===== src/rtl/mcs4_pkg.sv =====
// Shared encodings for the MCS-4 clock sequencer: subcycle numbers, quarter
// decode values and sequencer FSM states.
package mcs4_pkg;

    localparam logic [2:0] SC_A1 = 3'd0;
    localparam logic [2:0] SC_A2 = 3'd1;
    localparam logic [2:0] SC_A3 = 3'd2;
    localparam logic [2:0] SC_M1 = 3'd3;
    localparam logic [2:0] SC_M2 = 3'd4;
    localparam logic [2:0] SC_X1 = 3'd5;
    localparam logic [2:0] SC_X2 = 3'd6;
    localparam logic [2:0] SC_X3 = 3'd7;

    // Quarter-subcycle decode: clk1 high, gap, clk2 high, gap
    localparam logic [1:0] Q_CLK1 = 2'd0;
    localparam logic [1:0] Q_GAP1 = 2'd1;
    localparam logic [1:0] Q_CLK2 = 2'd2;
    localparam logic [1:0] Q_GAP2 = 2'd3;

    localparam int unsigned TICK_W   = 8;
    localparam int unsigned POC_W    = 8;
    localparam int unsigned CCOUNT_W = 32;

    typedef enum logic [1:0] {
        ST_POC  = 2'd0,
        ST_RUN  = 2'd1,
        ST_HALT = 2'd2,
        ST_STEP = 2'd3
    } seq_state_e;

endpackage


===== src/rtl/mcs4_clock_sequencer_if.sv =====
// Control/observation bundle of the MCS-4 clock sequencer.
// Optional MCS4_CYCLE_COUNT_EN adds count_clr and cycle_count.
interface mcs4_clock_sequencer_if;

    logic       run;
    logic       step;
    logic       clk1_pad;
    logic       clk2_pad;
    logic       poc_pad;
    logic [2:0] subcycle;
    logic       sync_exp;
    logic       cycle_start;
    logic       halted;
`ifdef MCS4_CYCLE_COUNT_EN
    logic        count_clr;
    logic [31:0] cycle_count;

    modport slave (
        input  run, step, count_clr,
        output clk1_pad, clk2_pad, poc_pad, subcycle, sync_exp, cycle_start, halted, cycle_count
    );
    modport master (
        output run, step, count_clr,
        input  clk1_pad, clk2_pad, poc_pad, subcycle, sync_exp, cycle_start, halted, cycle_count
    );
`else
    modport slave (
        input  run, step,
        output clk1_pad, clk2_pad, poc_pad, subcycle, sync_exp, cycle_start, halted
    );
    modport master (
        output run, step,
        input  clk1_pad, clk2_pad, poc_pad, subcycle, sync_exp, cycle_start, halted
    );
`endif

endinterface


===== src/rtl/mcs4_phase_counter.sv =====
// Tick / quarter / subcycle position counter for one MCS-4 instruction cycle.
// Advances only when en_i is high; reports first and last position of the cycle.
module mcs4_phase_counter
    import mcs4_pkg::*;
#(
    parameter int unsigned PHASE_TICKS = 4
) (
    input  logic       clk,
    input  logic       rst_n,
    input  logic       en_i,
    output logic [1:0] quarter_o,
    output logic [2:0] subcycle_o,
    output logic       at_start_o,
    output logic       at_last_o
);

    localparam logic [TICK_W-1:0] TICK_LAST = TICK_W'(PHASE_TICKS - 1);

    logic [TICK_W-1:0] tick_q;
    logic [1:0]        quarter_q;
    logic [2:0]        subcycle_q;
    logic              tick_last;
    logic              quarter_last;

    assign tick_last    = (tick_q == TICK_LAST);
    assign quarter_last = (quarter_q == Q_GAP2);

    // Nested wrap: tick -> quarter -> subcycle, wrapping X3 back to A1
    always_ff @(posedge clk or negedge rst_n) begin
        if (!rst_n) begin
            tick_q     <= '0;
            quarter_q  <= Q_CLK1;
            subcycle_q <= SC_A1;
        end else if (en_i) begin
            if (tick_last) begin
                tick_q    <= '0;
                quarter_q <= quarter_q + 2'd1;
                if (quarter_last) begin
                    subcycle_q <= subcycle_q + 3'd1;
                end
            end else begin
                tick_q <= tick_q + TICK_W'(1);
            end
        end
    end

    assign quarter_o  = quarter_q;
    assign subcycle_o = subcycle_q;
    assign at_start_o = (tick_q == '0) && (quarter_q == Q_CLK1) && (subcycle_q == SC_A1);
    assign at_last_o  = tick_last && quarter_last && (subcycle_q == SC_X3);

endmodule


===== src/rtl/mcs4_clock_sequencer.sv =====
// MCS-4 two-phase clock, power-on-clear and instruction-cycle tracker with
// run/halt/single-step control. Optional macro: MCS4_CYCLE_COUNT_EN.
module mcs4_clock_sequencer
    import mcs4_pkg::*;
#(
    parameter int unsigned PHASE_TICKS = 4,
    parameter int unsigned POC_CYCLES  = 8
) (
    input  logic                   sysclk,
    input  logic                   rst_n,
    mcs4_clock_sequencer_if.slave  bus
);

    seq_state_e       state_q, state_d;
    logic             exec_c;
    logic [POC_W-1:0] poc_cnt_q;
    logic             poc_done;

    logic [1:0] quarter;
    logic [2:0] subcycle;
    logic       at_start;
    logic       at_last;

    logic       clk1_q, clk2_q, poc_q, sync_q, cstart_q, halted_q;
    logic [2:0] subcycle_q;

    mcs4_phase_counter #(
        .PHASE_TICKS (PHASE_TICKS)
    ) u_phase (
        .clk        (sysclk),
        .rst_n      (rst_n),
        .en_i       (exec_c),
        .quarter_o  (quarter),
        .subcycle_o (subcycle),
        .at_start_o (at_start),
        .at_last_o  (at_last)
    );

    assign poc_done = (poc_cnt_q == POC_W'(POC_CYCLES));

    // exec_c: this edge emits the position held in the counter and advances it
    always_comb begin
        state_d = state_q;
        exec_c  = 1'b1;
        unique case (state_q)
            ST_POC: begin
                if (at_start && poc_done) begin
                    exec_c  = bus.run;
                    state_d = bus.run ? ST_RUN : ST_HALT;
                end
            end
            ST_RUN: begin
                if (at_start && !bus.run) begin
                    exec_c  = 1'b0;
                    state_d = ST_HALT;
                end
            end
            ST_HALT: begin
                exec_c = 1'b0;
                if (bus.run) begin
                    state_d = ST_RUN;
                end else if (bus.step) begin
                    state_d = ST_STEP;
                end
            end
            ST_STEP: begin
                if (at_last) begin
                    state_d = bus.run ? ST_RUN : ST_HALT;
                end
            end
            default: begin
                exec_c  = 1'b0;
                state_d = ST_POC;
            end
        endcase
    end

    always_ff @(posedge sysclk or negedge rst_n) begin
        if (!rst_n) begin
            state_q    <= ST_POC;
            poc_cnt_q  <= '0;
            clk1_q     <= 1'b0;
            clk2_q     <= 1'b0;
            poc_q      <= 1'b1;
            sync_q     <= 1'b0;
            cstart_q   <= 1'b0;
            halted_q   <= 1'b0;
            subcycle_q <= SC_A1;
        end else begin
            state_q <= state_d;
            if ((state_q == ST_POC) && exec_c && at_last) begin
                poc_cnt_q <= poc_cnt_q + POC_W'(1);
            end
            if ((state_q == ST_POC) && (state_d != ST_POC)) begin
                poc_q <= 1'b0;
            end
            clk1_q     <= exec_c && (quarter == Q_CLK1);
            clk2_q     <= exec_c && (quarter == Q_CLK2);
            sync_q     <= exec_c && (subcycle == SC_X3);
            cstart_q   <= exec_c && at_start;
            subcycle_q <= exec_c ? subcycle : SC_A1;
            halted_q   <= (state_d == ST_HALT) && !exec_c;
        end
    end

    assign bus.clk1_pad    = clk1_q;
    assign bus.clk2_pad    = clk2_q;
    assign bus.poc_pad     = poc_q;
    assign bus.sync_exp    = sync_q;
    assign bus.cycle_start = cstart_q;
    assign bus.halted      = halted_q;
    assign bus.subcycle    = subcycle_q;

`ifdef MCS4_CYCLE_COUNT_EN
    logic [CCOUNT_W-1:0] ccount_q;

    // Clear wins over a coinciding cycle_start
    always_ff @(posedge sysclk or negedge rst_n) begin
        if (!rst_n) begin
            ccount_q <= '0;
        end else if (bus.count_clr) begin
            ccount_q <= '0;
        end else if (exec_c && at_start) begin
            ccount_q <= ccount_q + CCOUNT_W'(1);
        end
    end

    assign bus.cycle_count = ccount_q;
`endif

endmodule


===== src/flat_wrapper.sv =====
// flat-port wrapper written by rule: the top's interface ports become plain ports
module mcs4_clock_sequencer_flat import mcs4_pkg::*;
#(
    parameter int unsigned PHASE_TICKS = 4,
    parameter int unsigned POC_CYCLES  = 8
)
  (sysclk, rst_n, bus_run, bus_step, bus_clk1_pad, bus_clk2_pad, bus_poc_pad, bus_subcycle, bus_sync_exp, bus_cycle_start, bus_halted);
  mcs4_clock_sequencer_if bus_i ();
  input  logic sysclk;
  input  logic rst_n;
  input wire logic [$bits(bus_i.run)-1:0] bus_run;
  input wire logic [$bits(bus_i.step)-1:0] bus_step;
  output wire logic [$bits(bus_i.clk1_pad)-1:0] bus_clk1_pad;
  output wire logic [$bits(bus_i.clk2_pad)-1:0] bus_clk2_pad;
  output wire logic [$bits(bus_i.poc_pad)-1:0] bus_poc_pad;
  output wire logic [$bits(bus_i.subcycle)-1:0] bus_subcycle;
  output wire logic [$bits(bus_i.sync_exp)-1:0] bus_sync_exp;
  output wire logic [$bits(bus_i.cycle_start)-1:0] bus_cycle_start;
  output wire logic [$bits(bus_i.halted)-1:0] bus_halted;
  assign bus_i.run = bus_run;
  assign bus_i.step = bus_step;
  assign bus_clk1_pad = bus_i.clk1_pad;
  assign bus_clk2_pad = bus_i.clk2_pad;
  assign bus_poc_pad = bus_i.poc_pad;
  assign bus_subcycle = bus_i.subcycle;
  assign bus_sync_exp = bus_i.sync_exp;
  assign bus_cycle_start = bus_i.cycle_start;
  assign bus_halted = bus_i.halted;
  mcs4_clock_sequencer #(.PHASE_TICKS(PHASE_TICKS), .POC_CYCLES(POC_CYCLES)) u_core (.sysclk(sysclk), .rst_n(rst_n), .bus(bus_i));
endmodule

===== config.mk =====
export PLATFORM = sky130hd
export DESIGN_NAME = mcs4_clock_sequencer_flat
export DESIGN_NICKNAME = d
export VERILOG_FILES = /design/src/rtl/mcs4_pkg.sv /design/src/rtl/mcs4_clock_sequencer_if.sv /design/src/rtl/mcs4_phase_counter.sv /design/src/rtl/mcs4_clock_sequencer.sv /design/src/flat_wrapper.sv
export SDC_FILE = /design/constraint.sdc
export NUM_CORES = 1
export LEC_CHECK = 0
export CORE_MARGIN = 1.5
export CORE_UTILIZATION = 50
export CTS_CLUSTER_SIZE = 28
export DETAILED_ROUTE_END_ITERATION = 12
export PLACE_DENSITY_LB_ADDON = 0.2
export SLEW_MARGIN = 15
export SYNTH_ARGS = -nofsm -noshare
export SYNTH_HDL_FRONTEND = slang
export SYNTH_SLANG_ARGS = --single-unit

===== constraint.sdc =====
create_clock -name sysclk -period 2.1 [get_ports sysclk]
set_input_delay 0.42 -clock sysclk [delete_from_list [all_inputs] [get_ports sysclk]]
set_output_delay 0.42 -clock sysclk [all_outputs]
set_load 0.1 [all_outputs]

==> reports/results.tsv, run 1 <==
stage	metric	value	unit
yosys	ys async rst share	1.00	
floorplan	core box area	2830	sq um
floorplan	Starting Density	0.545	
floorplan	DIE WIDTH	58.5	um
setup_path	Worst Path Buf+Inv	1	
yosys	post-synthesis sequential area ratio	0.520	
drt	Vias/cell	5.45	
grt	initial antenna violation count	0	
timing	worst slew pin tran	0.390	ns
yosys	Post-Synth Adder-Cell Area	0.0812	
floorplan	die area	3430	sq um
placed_design	Post-Place Setup Slack	-0.0319	ns
yosys	Top FF cell, synth	dfrtp_1	
yosys	cell area after synthesis	1540	sq um
setup_path	Worst Path Max Fanout	4	
final_layout	Layout Nets	186	
timing	Rel. slew slack	0.740	
floorplan	IO Count	13	
timing	Tcrit/Tclk final	0.981	
yosys	post-synthesis sequential element count	32	
yosys	main combinational cell family by area after synthesis	simple AND/OR/NAND/NOR gates	
final_layout	share of cells above drive strength 1	0.250	
final_layout	most frequent cells in the layout	31 x dfrtp_1, 24 x buf_4, 14 x xnor2_1	
yosys	yosys warns	0	
drt	routed len/inst	13.8	um
final_layout	Antenna Diode Count	0	
timing	final hold vios	0	
final_layout	Area Overhead vs Synth	21.3	%
setup_path	max incr delay on CP	0.40	ns
placed_design	Port Buffers	12	
drt	Via Count	1106	
yosys	Post-synth EDFFs	0	
setup_path	WP data required	2.32	ns
timing	fmax	485	MHz
placed_design	gpl congestion	0.883	
grt	grt ovf	0	
cts	CTS buffer count	5	
cts	clock sink count	32	
grt	vias in the first global route	1087	
timing	Slew Limit Fails	0	
yosys	Post-Synthesis Cells	141	
timing	Fin Hold WS	0.470	ns
setup_path	crit-path cells	inv_1, ha_1, nand4b_2, or3_1, o31a_1, nand4_1, mux2_2	
power_and_ir_drop	VDD IR max	757	uV
cts	CTS clk-pin slew, worst paths	0.10	ns
cts	TritonCTS clock tree	done	
power_and_ir_drop	Leak	0.869	nW
cts	H-tree Lvls	2	
floorplan	row count	19	
timing	RSZ-0062 raised after global routing	true	
timing	Setup Skew	0.00719	ns
yosys	Post-Synth Simple-Gate Area	0.199	
power_and_ir_drop	Power per Cell Area	1080	nW/um^2
grt	pin count of the biggest net entering global routing	33	
setup_path	CP top delay family	simple AND/OR/NAND/NOR gates	
drt	DR pass1 iterations	4	
drt	Starting DRT DRC Count	44	
drt	antenna-violating nets left	0	
setup_path	endpoint class of the critical path	register	
cts	later-pin clock latency in the skew report	0.33	ns
run_status	outcome	finished clean	
setup_path	Slowest-stage cell, CP	dfrtp_1	
job	Max Cap Violations	0	
yosys	Synth cell types	35	
timing	Final min period	2.06	ns
timing	Final setup viols	0	
grt	Tot GR Track Use	0.192	
drt	final wirelength	2800	um
yosys	compound-cell area share of the yosys netlist	0.0649	
yosys	XOR/XNOR share of the synthesized area	0.0795	
yosys	Avg Synthesized Cell Area	10.9	sq um
yosys	mux cell area share after synthesis	0.0244	
yosys	net count after synthesis	155	
worst_hold_path	worst hold path type	input port to async pin	
setup_path	Critical Path Source Type	register	
placed_design	hpwl dp	1970	um
cts	CTS Hold Bufs	0	
setup_path	critical setup path kind	register to register	
drt	drt drc	0	
final_layout	commonest non-fill, non-tap cell in the layout	dfrtp_1	
cts	maximum root-to-sink buffer count	2	
setup_path	Critical Path AT	2.28	ns
timing	setup ws final	0.0399	ns
cts	root buffer cell	clkbuf_4	
floorplan	Die H	58.5	um
grt	first-pass GRT wire length	4810	um
-- worst paths after layout --
path | from | end | slack, ns | depth (start not counted)
min | rst_n | u_core.u_phase.tick_q[2]$_DFFE_PN0P_ | 0.47 | 2
max in group asynchronous | rst_n | u_core.bus.poc_pad$_DFFE_PN1P_ | 1.31 | 2
max reg2reg | u_core.u_phase.tick_q[0]$_DFFE_PN0P_ | u_core.u_phase.subcycle_o[2]$_DFFE_PN0P_ | 0.04 | 7
max | u_core.u_phase.tick_q[0]$_DFFE_PN0P_ | u_core.u_phase.subcycle_o[2]$_DFFE_PN0P_ | 0.04 | 7
min in group sysclk | u_core.u_phase.tick_q[7]$_DFFE_PN0P_ | u_core.u_phase.tick_q[7]$_DFFE_PN0P_ | 0.49 | 1
min reg2reg | u_core.u_phase.tick_q[7]$_DFFE_PN0P_ | u_core.u_phase.tick_q[7]$_DFFE_PN0P_ | 0.49 | 1
-- cell type report --
cell class / count / area (sq um)
fill: 227 / 960
multi-input combinational: 97 / 703
sequential: 32 / 802
timing repair buffer: 28 / 230
inverter: 8 / 30.0
clock buffer: 7 / 65.1
tap: 31 / 38.8
-- power breakdown --
group / internal, mW / leakage, nW / switching (mW) / total [mW]
Combinational: 0.314 / 0.431 / 0.469 / 0.783
Clock: 0.190 / 0.0374 / 0.195 / 0.384
Sequential: 0.752 / 0.400 / 0.101 / 0.854
Total: 1.26 / 0.869 / 0.765 / 2.02
-- registers in the layout, summed over array words and instances (netlist names) --
| register | cells |
|---|---|
| u_core.bus.subcycle | 3 |
| u_core.bus.halted | 1 |
| u_core.bus.clk1_pad | 1 |
| u_core.poc_cnt_q | 8 |
| u_core.bus.poc_pad | 1 |
| u_core.u_phase.quarter_o | 2 |
| u_core.u_phase.tick_q | 8 |
| u_core.state_q | 2 |
| u_core.bus.cycle_start | 1 |
| u_core.bus.sync_exp | 1 |
| u_core.u_phase.subcycle_o | 3 |
| u_core.bus.clk2_pad | 1 |
-- cells by family after synthesis --
family,count (synthesis)
fa+ha+maj,10
simple gates,55
compound gates,15
flops,32
mux,3
buf+inv,12
xor+xnor,14
-- per-layer routing --
layer,up-vias,GRT usage,share of wire
li1,549,-,-
met1,530,0.228,0.43
met2,22,0.315,0.52
met3,5,0.0681,0.040
met4,0,0.0831,0.011
met5,-,0,0
-- synthesized netlist by cell type, drive strengths merged, types with 2 or more instances --
master / instances / area [sq um]
dfrtp: 31 / 776
xnor2: 14 / 123
nor2: 11 / 41.3
ha: 10 / 125
nand2: 9 / 33.8
inv: 8 / 30.0
nand4: 8 / 50.1
nand3: 7 / 35.0
and2: 6 / 37.5
and3: 4 / 30.0
o21ai: 4 / 20.0
a31oi: 3 / 18.8
mux2: 3 / 37.5
buf: 2 / 10.0
clkbuf: 2 / 7.51
nor3: 2 / 10.0
-- worst reg2reg max path: stages (launching register included) --
cell and delay, ns:
dfrtp_1 0.40, inv_1 0.09, ha_1 0.18, nand4b_2 0.11, or3_1 0.32, o31a_1 0.34, nand4_1 0.15, mux2_2 0.36
-- repair_timing --
| item | 4_1_cts | 5_1_grt |
|---|---|---|
| endpoints found under the setup margin | 3 | 7 |
| pin swaps | 0 | 4 |
| resized for setup | 1 | 3 |
| setup buffers | 0 | 4 |
-- per-stage QoR --
step	std cells	cell area [sq um]	util	total power, mW	setup TNS (ns)
floorplan	141	1540	-	1.36	0
finish	203	1870	0.661	2.02	0
detailed placement	192	1760	0.623	1.59	-0.0677
global route	203	1870	0.661	2.16	-0.0852
CTS	199	1840	0.649	1.98	0
global placement	192	1760	0.623	1.57	-0.0145
Power figures use the tool's default switching activity.
==> run 2: changes to the inputs <==
--- a/config.mk
+++ b/config.mk
@@ -6,7 +6,7 @@
 export NUM_CORES = 1
 export LEC_CHECK = 0
 export CORE_MARGIN = 1.5
-export CORE_UTILIZATION = 50
+export CORE_UTILIZATION = 51
 export CTS_CLUSTER_SIZE = 28
 export DETAILED_ROUTE_END_ITERATION = 12
 export PLACE_DENSITY_LB_ADDON = 0.2
==> reports/results.tsv, run 2 (synthesized netlist as in run 1, its figures left out) <==
stage	metric	value	unit	change
timing	Tcrit/Tclk final	0.984		+0.00250
timing	Final min period	2.07	ns	+0.00525 ns
drt	Via Count	1149		+3.9%
floorplan	IO Count	13		unchanged
run_status	outcome	finished clean		
cts	root buffer cell	clkbuf_4		
grt	Tot GR Track Use	0.187		-0.00506
setup_path	Worst Path Max Fanout	4		unchanged
setup_path	Slowest-stage cell, CP	dfrtp_1		
power_and_ir_drop	Power per Cell Area	1060	nW/um^2	-1.9%
timing	worst slew pin tran	0.550	ns	+0.160 ns
placed_design	gpl congestion	0.799		-9.5%
timing	final hold vios	0		unchanged
drt	final wirelength	2890	um	+3.3%
timing	Final setup viols	0		unchanged
job	Max Cap Violations	0		unchanged
drt	DR pass1 iterations	6		+2
cts	TritonCTS clock tree	done		
worst_hold_path	worst hold path type	input port to async pin		
final_layout	Layout Nets	187		+0.54%
timing	Rel. slew slack	0.632		-0.108
setup_path	Critical Path Source Type	register		
power_and_ir_drop	VDD IR max	495	uV	-35%
placed_design	placed cell area	1780	sq um	+1.1%
placed_design	Port Buffers	12		unchanged
drt	drt drc	0		unchanged
setup_path	endpoint class of the critical path	register		
final_layout	fill count	208		-8.4%
floorplan	row count	19		unchanged
final_layout	multi-input logic area	721	sq um	+2.5%
final_layout	most frequent cells in the layout	31 x dfrtp_1, 24 x buf_4, 14 x xnor2_1		
setup_path	Setup crit start	u_core.u_phase.tick_q[0]$_DFFE_PN0P_		
cts	clock sink count	32		unchanged
floorplan	core box area	2810	sq um	-0.84%
power_and_ir_drop	Final Power	2.01	mW	-0.30%
setup_path	r2r setup slk	0.03	ns	about the same
setup_path	critical setup path kind	register to register		
setup_path	worst r2r path cells	7		unchanged
drt	antenna-violating nets left	0		unchanged
placed_design	hpwl dp	2070	um	+4.9%
grt	first-pass GRT wire length	4640	um	-3.6%
power_and_ir_drop	Leak	0.886	nW	+2.0%
setup_path	WP data required	2.33	ns	about the same
cts	maximum root-to-sink buffer count	2		unchanged
floorplan	Starting Density	0.550		+0.00462
setup_path	max incr delay on CP	0.40	ns	about the same
final_layout	Largest regs	u_core.poc_cnt_q (8), u_core.u_phase.tick_q (8)		
timing	Slew Limit Fails	0		unchanged
timing	Setup Skew	0.0100	ns	+0.00283 ns
floorplan	Die H	58.0	um	-0.94%
grt	initial antenna violation count	0		unchanged
final_layout	share of cells above drive strength 1	0.241		-0.00862
grt	vias in the first global route	1042		-4.1%
final_layout	Antenna Diode Count	0		unchanged
cts	later-pin clock latency in the skew report	0.33	ns	about the same
cts	H-tree Lvls	2		unchanged
grt	grt ovf	0		unchanged
final_layout	Area Overhead vs Synth	23.3	%	
cts	CTS buffer count	5		unchanged
setup_path	Reg-to-Reg Start	u_core.u_phase.tick_q[0]$_DFFE_PN0P_		
timing	fmax	484	MHz	-0.25%
drt	Vias/cell	5.60		+2.9%
setup_path	Critical Path AT	2.29	ns	about the same
floorplan	DIE WIDTH	58.0	um	-0.94%
drt	Starting DRT DRC Count	28		-36%
drt	routed len/inst	14.1	um	+2.3%
floorplan	die area	3360	sq um	-1.9%
final_layout	commonest non-fill, non-tap cell in the layout	dfrtp_1		
setup_path	crit-path cells	inv_1, ha_1, nand4b_2, or3_1, o31a_1, and3_4, mux2_4		
cts	CTS clk-pin slew, worst paths	0.10	ns	about the same
final_layout	Seq. cell area	802	sq um	unchanged
grt	pin count of the biggest net entering global routing	23		-30%
final_layout	design area	1900	sq um	+1.7%
[run 2: cell types whose count changed in the layout (fill, tap and decap cells not counted), sizes merged]
cell / change
buf: +1
clkbuf: +1
[run 2: timing repair]
action,4_1_cts,5_1_grt
hold buffers,0,0
endpoints found under the setup margin,0,3
resized for setup,0,6
buffers inserted,0,4
[run 2: power breakdown]
part	leakage (nW)	internal, mW	switching [mW]
clock	0.0326	0.165	0.198
sequential	0.400	0.752	0.105
combinational	0.453	0.319	0.474
total	0.886	1.24	0.778
[run 2: metrics by stage]
step | util | cells | hold slack (ns) | setup slack [ns] | TNS, ns
after floorplan | - | 141 | 0.124 | 0.0760 | 0
after global placement | 0.636 | 193 | 0.465 | -0.00765 | -0.0134
after detailed placement | 0.636 | 193 | 0.469 | -0.0407 | -0.0879
after CTS | 0.657 | 201 | 0.449 | 0.0322 | 0
after global routing | 0.678 | 205 | 0.453 | -0.0461 | -0.111
final | 0.678 | 205 | 0.439 | 0.0346 | 0
[run 2: final timing paths]
kind / to
worst max-delay path: u_core.u_phase.quarter_o[1]$_DFFE_PN0P_
worst min-delay path: u_core.u_phase.tick_q[7]$_DFFE_PN0P_
worst max register to register: u_core.u_phase.quarter_o[1]$_DFFE_PN0P_
worst min register to register: u_core.u_phase.tick_q[7]$_DFFE_PN0P_
max in group asynchronous: u_core.bus.subcycle[1]$_DFF_PN0_
min in group sysclk: u_core.u_phase.tick_q[7]$_DFFE_PN0P_
[run 2: layer usage]
metal	up-vias	wire length [um]	GRT usage
met5	-	0	0
li1	549	-	-
met4	0	53	0.0864
met1	569	1210	0.229
met3	7	124	0.0692
met2	24	1500	0.295
[run 2: critical path, delay by kind of cell (launching register included)]
family | cells | cell delay (ns)
AND/OR/NAND/NOR | 3 | 0.65
flip-flops | 1 | 0.40
AO/OA/AOI/OAI | 1 | 0.35
multiplexers | 1 | 0.29
adder cells (fa/ha/maj) | 1 | 0.17
buffers and inverters | 1 | 0.10
[run 2: cell type report]
| class | instances | share of cell area |
|---|---|---|
| Clock buffer | 8 | 0.0309 |
| Inverter | 8 | 0.0158 |
| Multi-Input combinational cell | 97 | 0.379 |
| Sequential cell | 32 | 0.422 |
| Tap cell | 31 | 0.0204 |
| Timing Repair Buffer | 29 | 0.132 |
